===== config.mk =====
export PLATFORM = sky130hd
export DESIGN_NAME = instr_fetch_unit_flat
export DESIGN_NICKNAME = d
export VERILOG_FILES = /design/src/rtl/cpu_pkg.sv /design/src/rtl/instr_fetch_unit_if.sv /design/src/rtl/instr_fetch_unit.sv /design/src/flat_wrapper.sv
export SDC_FILE = /design/constraint.sdc
export NUM_CORES = 1
export LEC_CHECK = 0
export CAP_MARGIN = 0
export CORE_UTILIZATION = 46
export CTS_BUF_LIST = sky130_fd_sc_hd__clkbuf_16
export DETAILED_ROUTE_END_ITERATION = 7
export PLACE_DENSITY = 0.79
export RECOVER_POWER = 100
export SLEW_MARGIN = 40
export SYNTH_ARGS = -nofsm -noshare
export SYNTH_HDL_FRONTEND = slang
export SYNTH_SLANG_ARGS = --single-unit

===== constraint.sdc =====
create_clock -name clk -period 1.96 [get_ports clk]
set_clock_uncertainty 0.2 [all_clocks]
set_input_delay 0.392 -clock clk [delete_from_list [all_inputs] [get_ports clk]]
set_output_delay 0.392 -clock clk [all_outputs]
set_load 0.05 [all_outputs]

===== src/rtl/cpu_pkg.sv =====
// Shared definitions for the 8-bit core: instruction format, opcodes and
// the fetch-stage state type.
package cpu_pkg;

   localparam int unsigned INSTR_W = 8;
   localparam int unsigned OP_W    = 4;

   localparam logic [OP_W-1:0] MOVE = 4'b0000;
   localparam logic [OP_W-1:0] ADD  = 4'b0001;
   localparam logic [OP_W-1:0] SUB  = 4'b0010;
   localparam logic [OP_W-1:0] AND  = 4'b0011;
   localparam logic [OP_W-1:0] OR   = 4'b0100;
   localparam logic [OP_W-1:0] XOR  = 4'b0101;
   localparam logic [OP_W-1:0] SHL  = 4'b0110;
   localparam logic [OP_W-1:0] SHR  = 4'b0111;
   localparam logic [OP_W-1:0] J    = 4'b1000;
   localparam logic [OP_W-1:0] JAL  = 4'b1001;
   localparam logic [OP_W-1:0] LD   = 4'b1010;
   localparam logic [OP_W-1:0] ST   = 4'b1011;
   localparam logic [OP_W-1:0] BEQ  = 4'b1100;
   localparam logic [OP_W-1:0] BNE  = 4'b1101;
   localparam logic [OP_W-1:0] ADDI = 4'b1110;
   localparam logic [OP_W-1:0] LI   = 4'b1111;

   typedef enum logic [1:0] {
      IDLE,
      WAIT,
      DROP
   } fetch_state_t;

   function automatic logic [OP_W-1:0] opcode_of(input logic [INSTR_W-1:0] instr);
      return instr[INSTR_W-1 -: OP_W];
   endfunction

endpackage


===== src/rtl/instr_fetch_unit_if.sv =====
// Fetch-stage bus: instruction-memory req/ack side, decoder valid/ready side
// and the execute-stage redirect inputs.
interface instr_fetch_unit_if
   import cpu_pkg::*;
#(
   parameter int PC_W = 8
);
   logic               imem_req;
   logic [PC_W-1:0]    imem_addr;
   logic               imem_ack;
   logic [INSTR_W-1:0] imem_rdata;
   logic [INSTR_W-1:0] instruction;
   logic [PC_W-1:0]    instr_pc;
   logic               instr_valid;
   logic               instr_ready;
   logic               redirect;
   logic [PC_W-1:0]    redirect_pc;

   modport master (
      output imem_req, imem_addr, instruction, instr_pc, instr_valid,
      input  imem_ack, imem_rdata, instr_ready, redirect, redirect_pc
   );

   modport slave (
      input  imem_req, imem_addr, instruction, instr_pc, instr_valid,
      output imem_ack, imem_rdata, instr_ready, redirect, redirect_pc
   );
endinterface


===== src/rtl/instr_fetch_unit.sv =====
// Fetch stage: one outstanding instruction-memory request, one-entry output
// register towards the decoder, redirect flushes wrong-path fetches.
module instr_fetch_unit
   import cpu_pkg::*;
#(
   parameter int              PC_W     = 8,
   parameter logic [PC_W-1:0] RESET_PC = '0
) (
   input  logic               clk,
   input  logic               rst_n,
   instr_fetch_unit_if.master bus
);

   fetch_state_t    state, state_nxt;
   logic [PC_W-1:0] pc;
   logic            ack_seen;
   logic            transfer;
   logic            issue;
   logic            capture;
   logic            done;

   // Acks are only meaningful while a request is outstanding.
   assign ack_seen = (state != IDLE) && bus.imem_ack;
   assign transfer = bus.instr_valid && bus.instr_ready;

   always_ff @(posedge clk or negedge rst_n) begin
      if (!rst_n) state <= IDLE;
      else        state <= state_nxt;
   end

   always_comb begin
      state_nxt = state;
      unique case (state)
         IDLE: if (!bus.redirect && (!bus.instr_valid || bus.instr_ready)) state_nxt = WAIT;
         WAIT: begin
            if (ack_seen)          state_nxt = IDLE;
            else if (bus.redirect) state_nxt = DROP;
         end
         DROP: if (ack_seen) state_nxt = IDLE;
         default: state_nxt = IDLE;
      endcase
   end

   always_comb begin
      issue   = (state == IDLE) && !bus.redirect && (!bus.instr_valid || bus.instr_ready);
      capture = (state == WAIT) && ack_seen && !bus.redirect;
      done    = ack_seen;
   end

   always_ff @(posedge clk or negedge rst_n) begin
      if (!rst_n) begin
         pc              <= RESET_PC;
         bus.imem_req    <= 1'b0;
         bus.imem_addr   <= '0;
         bus.instruction <= '0;
         bus.instr_pc    <= '0;
         bus.instr_valid <= 1'b0;
      end else begin
         if (bus.redirect)  pc <= bus.redirect_pc;
         else if (capture)  pc <= pc + 1'b1;

         if (issue) begin
            bus.imem_req  <= 1'b1;
            bus.imem_addr <= pc;
         end else if (done) begin
            bus.imem_req  <= 1'b0;
         end

         if (capture) begin
            bus.instruction <= bus.imem_rdata;
            bus.instr_pc    <= bus.imem_addr;
         end

         // Redirect beats capture beats drain.
         if (bus.redirect)  bus.instr_valid <= 1'b0;
         else if (capture)  bus.instr_valid <= 1'b1;
         else if (transfer) bus.instr_valid <= 1'b0;
      end
   end

endmodule


===== src/flat_wrapper.sv =====
// flat-port wrapper written by rule: the top's interface ports become plain ports
module instr_fetch_unit_flat import cpu_pkg::*;
#(
   parameter int              PC_W     = 8,
   parameter logic [PC_W-1:0] RESET_PC = '0
)
  (clk, rst_n, bus_imem_req, bus_imem_addr, bus_instruction, bus_instr_pc, bus_instr_valid, bus_imem_ack, bus_imem_rdata, bus_instr_ready, bus_redirect, bus_redirect_pc);
  instr_fetch_unit_if #(.PC_W(PC_W)) bus_i ();
  input  logic clk;
  input  logic rst_n;
  output wire logic [$bits(bus_i.imem_req)-1:0] bus_imem_req;
  output wire logic [$bits(bus_i.imem_addr)-1:0] bus_imem_addr;
  output wire logic [$bits(bus_i.instruction)-1:0] bus_instruction;
  output wire logic [$bits(bus_i.instr_pc)-1:0] bus_instr_pc;
  output wire logic [$bits(bus_i.instr_valid)-1:0] bus_instr_valid;
  input wire logic [$bits(bus_i.imem_ack)-1:0] bus_imem_ack;
  input wire logic [$bits(bus_i.imem_rdata)-1:0] bus_imem_rdata;
  input wire logic [$bits(bus_i.instr_ready)-1:0] bus_instr_ready;
  input wire logic [$bits(bus_i.redirect)-1:0] bus_redirect;
  input wire logic [$bits(bus_i.redirect_pc)-1:0] bus_redirect_pc;
  assign bus_imem_req = bus_i.imem_req;
  assign bus_imem_addr = bus_i.imem_addr;
  assign bus_instruction = bus_i.instruction;
  assign bus_instr_pc = bus_i.instr_pc;
  assign bus_instr_valid = bus_i.instr_valid;
  assign bus_i.imem_ack = bus_imem_ack;
  assign bus_i.imem_rdata = bus_imem_rdata;
  assign bus_i.instr_ready = bus_instr_ready;
  assign bus_i.redirect = bus_redirect;
  assign bus_i.redirect_pc = bus_redirect_pc;
  instr_fetch_unit #(.PC_W(PC_W), .RESET_PC(RESET_PC)) u_core (.clk(clk), .rst_n(rst_n), .bus(bus_i));
endmodule

==> results of run 1 <==
-- registers in the layout (all words and copies together), names as in the netlist --
name and flops:
u_core.bus.imem_addr 8, u_core.bus.imem_req 1, u_core.bus.instr_pc 8, u_core.bus.instr_valid 1, u_core.bus.instruction 8, u_core.pc 8, u_core.state 2
-- worst min-delay path: stages (launching register included) --
cell	delay [ps]
dfrtp_1	340
nand2_1	50
nand2_1	60
-- power by group through the flow --
stage | registers (mW) | clock network, mW | logic (mW)
after floorplan | 1.89 | 0 | 0.280
after global placement | 1.15 | 0 | 1.49
after detailed placement | 1.17 | 0 | 1.52
after CTS | 1.16 | 0.731 | 1.53
after global routing | 1.18 | 0.769 | 1.40
final | 1.15 | 0.713 | 1.32
-- layout make-up --
type / count / area share
Sequential cell: 36 / 0.437
Clock inverter: 2 / 0.00365
Timing Repair Buffer: 54 / 0.177
Clock buffer: 5 / 0.0608
Multi-Input combinational cell: 108 / 0.294
Tap cell: 44 / 0.0267
-- repair_timing --
item / 4_1_cts / 5_1_grt
endpoints found under the hold margin: 36 / 0
hold buffers: 1 / 0
setup buffers: 0 / 0
-- worst min-delay path by stage --
stage	from	to	slack, ps	cells after the start
floorplan	rst_n	u_core.bus.imem_addr[0]	-100	0
global placement	rst_n	u_core.bus.instruction[5]	240	2
detailed placement	rst_n	u_core.bus.instruction[6]	250	2
CTS	u_core.bus.instruction[4]	u_core.bus.instruction[4]	280	2
global route	u_core.bus.instruction[0]	u_core.bus.instruction[0]	300	2
finish	u_core.bus.instruction[4]	u_core.bus.instruction[4]	270	2
-- cells in the final DEF, fill, tap and decap left out --
cell type,n
a21oi_1,3
and2b_4,1
and3_1,2
and3b_1,1
and4_1,1
buf_12,1
buf_2,1
buf_4,5
clkbuf_1,26
clkbuf_16,5
clkbuf_2,1
clkdlybuf4s50_1,18
clkinv_1,2
dfrtp_1,36
dlygate4sd3_1,2
ha_1,1
mux2_1,8
mux2_2,1
mux2i_1,1
nand2_1,60
nand2b_1,2
nand3_1,2
nand4_1,2
nand4_2,1
nor2_1,1
nor2_4,2
nor2b_1,2
o21a_1,1
o21ai_0,5
o21ai_1,3
o221ai_1,1
o22ai_1,1
o311ai_0,1
xnor2_1,2
xor2_1,3
-- metrics by stage --
| step | std cells | setup TNS, ps | power (mW) |
|---|---|---|---|
| 2_1_floorplan | 151 | 0 | 2.17 |
| 3_3_place_gp | 241 | -1470 | 2.64 |
| 3_5_place_dp | 241 | -2600 | 2.68 |
| 4_1_cts | 249 | 0 | 3.42 |
| 5_1_grt | 249 | 0 | 3.35 |
| 6_report | 249 | 0 | 3.19 |
-- routing by layer --
layer,wire (um),vias to the layer above
met5,0,-
met4,96,0
met3,157,11
met2,1720,35
met1,1350,598
li1,-,606
-- kinds of logic after synthesis --
| group | after synthesis |
|---|---|
| XOR/XNOR | 5 |
| AO/OA/AOI/OAI | 15 |
| buffers and inverters | 7 |
| AND/OR/NAND/NOR | 77 |
| adder cells (fa/ha/maj) | 1 |
| multiplexers | 10 |
| flip-flops | 36 |
==> flow_summary.json, run 1 <==
{
  "outcome": "completed",
  "synth_top_family_by_area": "simple AND/OR/NAND/NOR gates",
  "dp_hpwl_um": 2330,
  "multi_input_area_um2": 606,
  "cts.clk_slew.worst_paths_ps": 50,
  "rr_startpoint": "u_core.state[1]",
  "rows": 20,
  "synth-simple-area-share": 0.229,
  "yosysWarnings": 0,
  "power.share.sequential": 0.360,
  "clock_path_buffers": 2,
  "die_w_um": 60.2,
  "synth-adder-area-share": 0.00804,
  "yosysSeqAreaShare": 0.579,
  "rsz0062_at_grt": "false",
  "synth_fp_nets": 173,
  "min_path_type": "flip-flop to flip-flop",
  "cp-startpoint": "bus_redirect",
  "fp.dieH_um": 60.2,
  "critPathTopFamily": "simple AND/OR/NAND/NOR gates",
  "whs_ps": 272,
  "combPwrFrac": 0.416,
  "syn_inst": 151,
  "drt_iter0_drc": 86,
  "diodes": 0,
  "coreArea_um2": 3130,
  "r2r_slack_ps": 330,
  "met2_usage": 0.372,
  "worst_slew_pin_slew_ps": 858,
  "route.detailed.drc": 0,
  "dieArea_um2": 3620,
  "arrival_ps": 1760,
  "cts_tree": "done",
  "drtAntennaViolNets": 0,
  "use_met1": 0.245,
  "initial_core_util": 0.498,
  "fin_util": 0.658,
  "ios": 47,
  "cp_slowest_cell": "clkdlybuf4s50_1",
  "synth_edf_count": 0,
  "grt_pass1_vias": 1247,
  "endpoint": "u_core.bus.imem_addr[2]",
  "h-tree-depth": 2,
  "syn_avg_cell_area_um2": 10.3,
  "grt_max_degree": 37,
  "reg2reg_to": "u_core.bus.imem_addr[2]",
  "synth-seq-cells": 36,
  "use_met3": 0.0714,
  "clockRootBuffer": "clkbuf_16",
  "timing.critical_path.depth": 5,
  "final_nets": 227,
  "routed_wl_um": 3330,
  "num_vias": 1250,
  "min_period_ps": 1810,
  "start_kind": "input pin",
  "crit_required_ps": 1920,
  "cpPeakStageDelay_ps": 450,
  "wl_per_cell_um": 13.4,
  "crit_top_cell": "nor2_4",
  "synth.most_common_cell": "nand2_1",
  "p_int_mw": 1.71,
  "drtPass1Iterations": 4,
  "syn_area_um2": 1560,
  "slew_violations": 0,
  "synth_top_area_share": 0.579,
  "power_frac_clock": 0.224,
  "dominantRegCellSynth": "dfrtp_1",
  "p_sw_mw": 1.47,
  "viasPerCell": 5.02,
  "synth_top_area_cell": "dfrtp_1",
  "seqCellArea_um2": 901,
  "fin_ws_ps": 154,
  "synthArstFlopShare": 1.00,
  "clk_latency_ps": 270,
  "area_growth_pct": 32.3,
  "antenna_found_initial": 0,
  "pre_cts_ws_ps": -142,
  "synth_compound_area_frac": 0.0555,
  "synth_top_cells_by_count": "nand2_1, dfrtp_1, mux2_1, o21ai_1",
  "final_area_um2": 2060,
  "clock.fmax_mhz": 554,
  "placed_area_um2": 2020,
  "maxCapViolCount": 0,
  "worst-r2r-cell-count": 4,
  "synth-xor-area-share": 0.0281,
  "drive_above_1_share": 0.0878,
  "hold_viol_final": 0,
  "peakVddDrop_mv": 0.776,
  "grtUsageTotal": 0.220,
  "critPathBufInv": 1,
  "finalSetupViolCount": 0,
  "cp_cell_sequence": "clkdlybuf4s50_1 -> nor2_4 -> nand2_1 -> nor2_4 -> mux2_1",
  "cp-end-kind": "flip-flop",
  "place_congestion": 0.769,
  "grt_pass1_wl_um": 5530,
  "synthTopCellsByArea": "dfrtp_1, nand2_1, mux2_1, o21ai_1, xor2_1",
  "sw_frac_of_total": 0.462,
  "cp_max_fo": 9,
  "period_share": 0.921,
  "path_class": "input pin to flip-flop",
  "grt_overflow": 0,
  "io_buffers": 46,
  "cts_resized": 0,
  "ys_types": 31,
  "busiest_layer": "met2",
  "clock_sinks": 36,
  "muxShareOfSynthArea": 0.0715,
  "cellPowerDensity_nw_per_um2": 1550,
  "maxSlewHeadroom": 0.428,
  "p_leak_nw": 0.959,
  "numCtsBuffers": 5,
  "fillers": 270
}
Note: power is estimated with default switching activity, not from simulation.
==> inputs of run 2 (changes only) <==
- CELL_PAD_IN_SITES_DETAIL_PLACEMENT: unset -> 1
- CELL_PAD_IN_SITES_GLOBAL_PLACEMENT: unset -> 2
- CORE_UTILIZATION: 46 -> 28
- CTS_CLUSTER_DIAMETER: unset -> 40
- PLACE_DENSITY: 0.79 -> unset
- PLACE_DENSITY_LB_ADDON: unset -> 0.1
==> run 2 against run 1 <==
  * Sequential share of layout area is 2.3 points lower
  * Cell area rose by 5.6%
  * Hold slack improved by 1.6 ps
  * Core utilization is 24 points lower
  * Combinational power barely moved
  * Final cell count is 12% higher
  * Routed wire length is 11% higher
  * Maximum frequency increased by 2.6%
  * Sequential power barely moved
  * Via count shrank 2.2%
  * Largest cell class unchanged
==> flow_summary.json, run 2 (synthesis gave the netlist of run 1 again) <==
{
  "worst_slew_pin_slew_ps": 908,
  "drtPass1Iterations": 2,
  "grtUsageTotal": 0.141,
  "cts.clk_slew.worst_paths_ps": 60,
  "min_path_type": "flip-flop to flip-flop",
  "routed_wl_um": 3710,
  "finalNonFillerCells": 278,
  "crit_required_ps": 1920,
  "dieArea_um2": 5860,
  "area_growth_pct": 39.8,
  "cts_tree": "done",
  "diodes": 0,
  "maxCapViolCount": 0,
  "place_congestion": 0.665,
  "seqCellArea_um2": 901,
  "finalSetupViolCount": 0,
  "p_leak_nw": 0.998,
  "min_period_ps": 1760,
  "multi_input_area_um2": 611,
  "slew_violations": 0,
  "mostFrequentLayoutCell": "nand2_1",
  "path_class": "input pin to flip-flop",
  "placed_area_um2": 2060,
  "arrival_ps": 1720,
  "holdCritStartpoint": "u_core.bus.instruction[1]",
  "num_vias": 1222,
  "clock_path_buffers": 2,
  "grt_pass1_vias": 1270,
  "fillers": 608,
  "final_area_um2": 2180,
  "coreArea_um2": 5240,
  "drtAntennaViolNets": 0,
  "p_sw_mw": 1.51,
  "peakVddDrop_mv": 0.535,
  "clockRootBuffer": "clkbuf_16",
  "rsz0062_at_grt": "false",
  "grt_overflow": 0,
  "period_share": 0.898,
  "rows": 26,
  "grt_max_degree": 37,
  "p_int_mw": 2.11,
  "fp.dieH_um": 76.6,
  "clock.fmax_mhz": 568,
  "hold_viol_final": 0,
  "clock_sinks": 36,
  "initial_core_util": 0.297,
  "drt_iter0_drc": 21,
  "wl_per_cell_um": 13.3,
  "start_kind": "input pin",
  "cts_resized": 0,
  "cp-end-kind": "flip-flop",
  "viasPerCell": 4.40,
  "outcome": "completed",
  "ios": 47,
  "antenna_found_initial": 0,
  "sw_frac_of_total": 0.417,
  "die_w_um": 76.6,
  "placedCellCount": 269,
  "fin_util": 0.415,
  "grt_pass1_wl_um": 6310,
  "numCtsBuffers": 5,
  "fin_ws_ps": 199,
  "pre_cts_ws_ps": -94.2,
  "r2r_slack_ps": 300,
  "drive_above_1_share": 0.111,
  "maxSlewHeadroom": 0.395,
  "cp_max_fo": 17,
  "dp_hpwl_um": 2670,
  "route.detailed.drc": 0,
  "h-tree-depth": 2,
  "power_frac_clock": 0.319,
  "cellPowerDensity_nw_per_um2": 1670,
  "combPwrFrac": 0.362,
  "io_buffers": 46,
  "power.share.sequential": 0.319,
  "clk_latency_ps": 280,
  "layout.cells.most_common_list": "nand2_1, dfrtp_1, clkbuf_1",
  "cp-startpoint": "bus_redirect",
  "final_nets": 229,
  "rr_startpoint": "u_core.state[0]"
}
[run 2: cell count changes in the layout (fill, tap and decap cells not counted), sizes merged]
cell	change
bufinv	+3
clkbuf	+2
clkdlybuf4s50	+1
clkinv	-2
dlygate4sd3	-1
[run 2: stage by stage]
stage	power (mW)	TNS, ps	hold WS [ps]
floorplan	2.17	0	-104
CTS	3.88	0	286
finish	3.62	0	274
global placement	2.66	-351	257
detailed placement	2.70	-773	270
global route	3.80	0	301
[run 2: power groups by stage]
stage	Sequential (mW)	Clock, mW	Combinational, mW
after global routing	1.20	1.22	1.39
after CTS	1.17	1.19	1.52
after global placement	1.16	0	1.50
final	1.16	1.16	1.31
after detailed placement	1.18	0	1.52
after floorplan	1.89	0	0.280
[run 2: path summary, 6_finish.rpt]
path,end,cells after the start
max,u_core.bus.instr_pc[2],7
max in group asynchronous,u_core.pc[4],3
min,u_core.bus.instruction[1],2
min reg2reg,u_core.bus.instruction[1],2
max reg2reg,u_core.pc[3],5
min in group asynchronous,u_core.bus.instruction[6],3
[run 2: what timing repair did]
item	CTS	global route
setup buffers	0	0
hold endpoints to repair	36	0
hold buffers	1	0
[run 2: routing by layer]
metal  vias up  GRT usage  share of wire  routed length, um
met5         -          0              0                  0
met4         0     0.0635          0.018                 65
met3         7     0.0455          0.059                217
met2        33      0.229           0.47               1760
met1       574      0.168           0.45               1670
li1        608          -              -                  -
[run 2: cell type report]
type,count,share of cell area
clock buffer,5,0.0575
clock inverter,3,0.0414
sequential,36,0.414
tap,70,0.0403
multi-input combinational,108,0.281
timing repair buffer,56,0.166
[run 2: worst max-delay path, cell delays in order]
cell	delay, ps
clkdlybuf4s50_1	460
nor2_4	130
buf_4	120
nand3_2	90
clkbuf_2	310
nand2_1	150
nand2_1	60
==> inputs of run 3 (changes only) <==
- CAP_MARGIN: 0 -> 20
- GPL_ROUTABILITY_DRIVEN: unset -> 0
==> results of run 3 <==
The final DEF is identical to that of run 2; final timing and power are the same.
==> RTL change, RTL diff (config.mk and constraints of run 2) <==
Reset style: synchronous (`rst_n`), changed in 2 clocked blocks.
--- a/src/rtl/instr_fetch_unit.sv
+++ b/src/rtl/instr_fetch_unit.sv
@@ -23,7 +23,7 @@
    assign ack_seen = (state != IDLE) && bus.imem_ack;
    assign transfer = bus.instr_valid && bus.instr_ready;
 
-   always_ff @(posedge clk or negedge rst_n) begin
+   always_ff @(posedge clk) begin
       if (!rst_n) state <= IDLE;
       else        state <= state_nxt;
    end
@@ -47,7 +47,7 @@
       done    = ack_seen;
    end
 
-   always_ff @(posedge clk or negedge rst_n) begin
+   always_ff @(posedge clk) begin
       if (!rst_n) begin
          pc              <= RESET_PC;
          bus.imem_req    <= 1'b0;
Formal check against the unedited RTL: differs if rst_n is asserted again (counterexample within 4 cycles, from zero or initial values and one cycle with rst_n low); with rst_n held inactive, the same outputs for 10 cycles.
==> RTL change against run 2 <==
Worst setup slack got worse by 0.061 ns; area after synthesis rose by 2.0%; core utilization fell by 1.9 points; register-to-register slack got worse by 0.11 ns; global-route usage rose by 1.4 points; final area fell by 0.29%; routed wire length rose by 14%; first-iteration DRC count rose by 33%; sequential cell count did not move.
Power is not compared: it rests on default switching activity, and its combinational part moved more than twofold at a synthesized area within 25%.
==> RTL change: results (changes against run 2) <==
crit_fanout: 7  # -10
ys_seq_area_share_pct: 45.4  # -12 points
root_buffer: "clkbuf_16"
grt.total_usage_pct: 15.5  # +1.4 points
first_iter_violations: 28  # +33%
synthArstFlopShare_pct: 0  # -100 points
dp_slack_ns: -0.129  # -0.0351 ns
startpoint: "bus_imem_ack"
finalPower_mw: 1.91
drt_wl_total_um: 4220  # +14%
yosys-top-cells-area: "dfxtp_1 (45%), a21boi_1 (8.5%), nand2_1 (8.3%)"
ys_top_cells_by_count: "dfxtp_1 (36), nand2_1 (35), a21boi_1 (18), o21ai_0 (18), nand3_1 (11)"
syn_nets: 203  # +17%
hold_start: "u_core.bus.instruction[4]$_SDFFE_PN0P_"
tightest_slew_ns: 0.618  # -0.290 ns
drive_above_1_share_pct: 9.83  # -1.2 points
grt_pass1_wl_um: 7180  # +14%
grt_pass1_vias: 1515  # +19%
globalplace.congestion: 0.743  # +12%
nets: 255  # +11%
place_hpwl_um: 3230  # +21%
status: "finished clean"
synth_cell_type_count: 36  # +16%
drtPass1Iterations: 4  # +2
tritoncts.num_buffers: 5  # unchanged
start_kind: "input port"
timing.rr.start: "u_core.state[0]$_SDFFE_PN0P_"
via_per_inst: 4.86  # +11%
grt_max_degree: 24  # -35%
arrival_ns: 1.83  # +0.11 ns
[RTL change: cell types whose count changed after synthesis, sizes merged, moves of 4 or more]
cell	before	now
clkbuf	1	8
a31oi	0	4
o21ai	8	19
nand3	2	11
dfxtp	0	36
nand2	60	35
dfrtp	36	0
a21boi	0	24
mux2	9	1
or3	0	4
[RTL change: path summary, 6_finish.rpt]
check	end	slack [ns]	depth (start not counted)
setup reg to reg	u_core.pc[4]$_SDFFE_PN0P_	0.19	4
hold / removal	u_core.bus.instruction[4]$_SDFFE_PN0P_	0.26	2
setup / recovery	u_core.pc[4]$_SDFFE_PN0P_	0.14	5
hold reg to reg	u_core.bus.instruction[4]$_SDFFE_PN0P_	0.26	2
[RTL change: worst max-delay path, cell delays in order]
cell and delay, ns:
dlygate4sd3_1 0.55, nand3b_1 0.16, clkbuf_2 0.21, or3_1 0.36
a31oi_1 0.16
[RTL change: cells by family (layout without fill, tap and decap cells)]
| family | after synthesis | count (layout) | share of synthesized area [%] |
|---|---|---|---|
| AND/OR/NAND/NOR | 68 | 68 | 23.2 |
| AO/OA/AOI/OAI | 56 | 56 | 22.7 |
| multiplexers | 2 | 2 | 1.34 |
| buffers and inverters | 16 | 69 | 5.52 |
| flip-flops | 36 | 36 | 45.4 |
| XOR/XNOR | 2 | 2 | 1.10 |
| adder cells (fa/ha/maj) | 1 | 1 | 0.788 |
[RTL change: power groups by stage]
stage | logic, mW | clock network (mW) | registers (mW)
2_1_floorplan | 0.0907 | 0 | 0.845
3_3_place_gp | 0.226 | 0 | 0.808
3_5_place_dp | 0.232 | 0 | 0.810
4_1_cts | 0.233 | 0.931 | 0.794
5_1_grt | 0.233 | 0.971 | 0.797
6_report | 0.213 | 0.902 | 0.792
[RTL change: per-stage QoR]
stage / std cells / hold slack, ns / instance area (µm²)
after global routing: 306 / 0.281 / 2170
after CTS: 306 / 0.259 / 2290
after floorplan: 181 / 0.261 / 1590
after detailed placement: 298 / 0.251 / 2120
after global placement: 298 / 0.242 / 2120
final: 306 / 0.256 / 2170
[RTL change: cell type report]
class                      count  area [µm²]
multi-input combinational    129         762
clock buffer                   5         125
clock inverter                 3        42.5
tap                           72        90.1
fill                         665        3300
timing repair buffer          60         425
inverter                       1        3.75
sequential                    36         721
[RTL change: metal layers]
metal	vias to the layer above	share of wire [%]	track usage, %	wire length (µm)
li1	747	-	-	-
met1	701	44	16.9	1840
met2	34	51	28.8	2130
met3	6	4.6	3.93	194
met4	0	1.3	5.09	54
met5	-	0	0	0
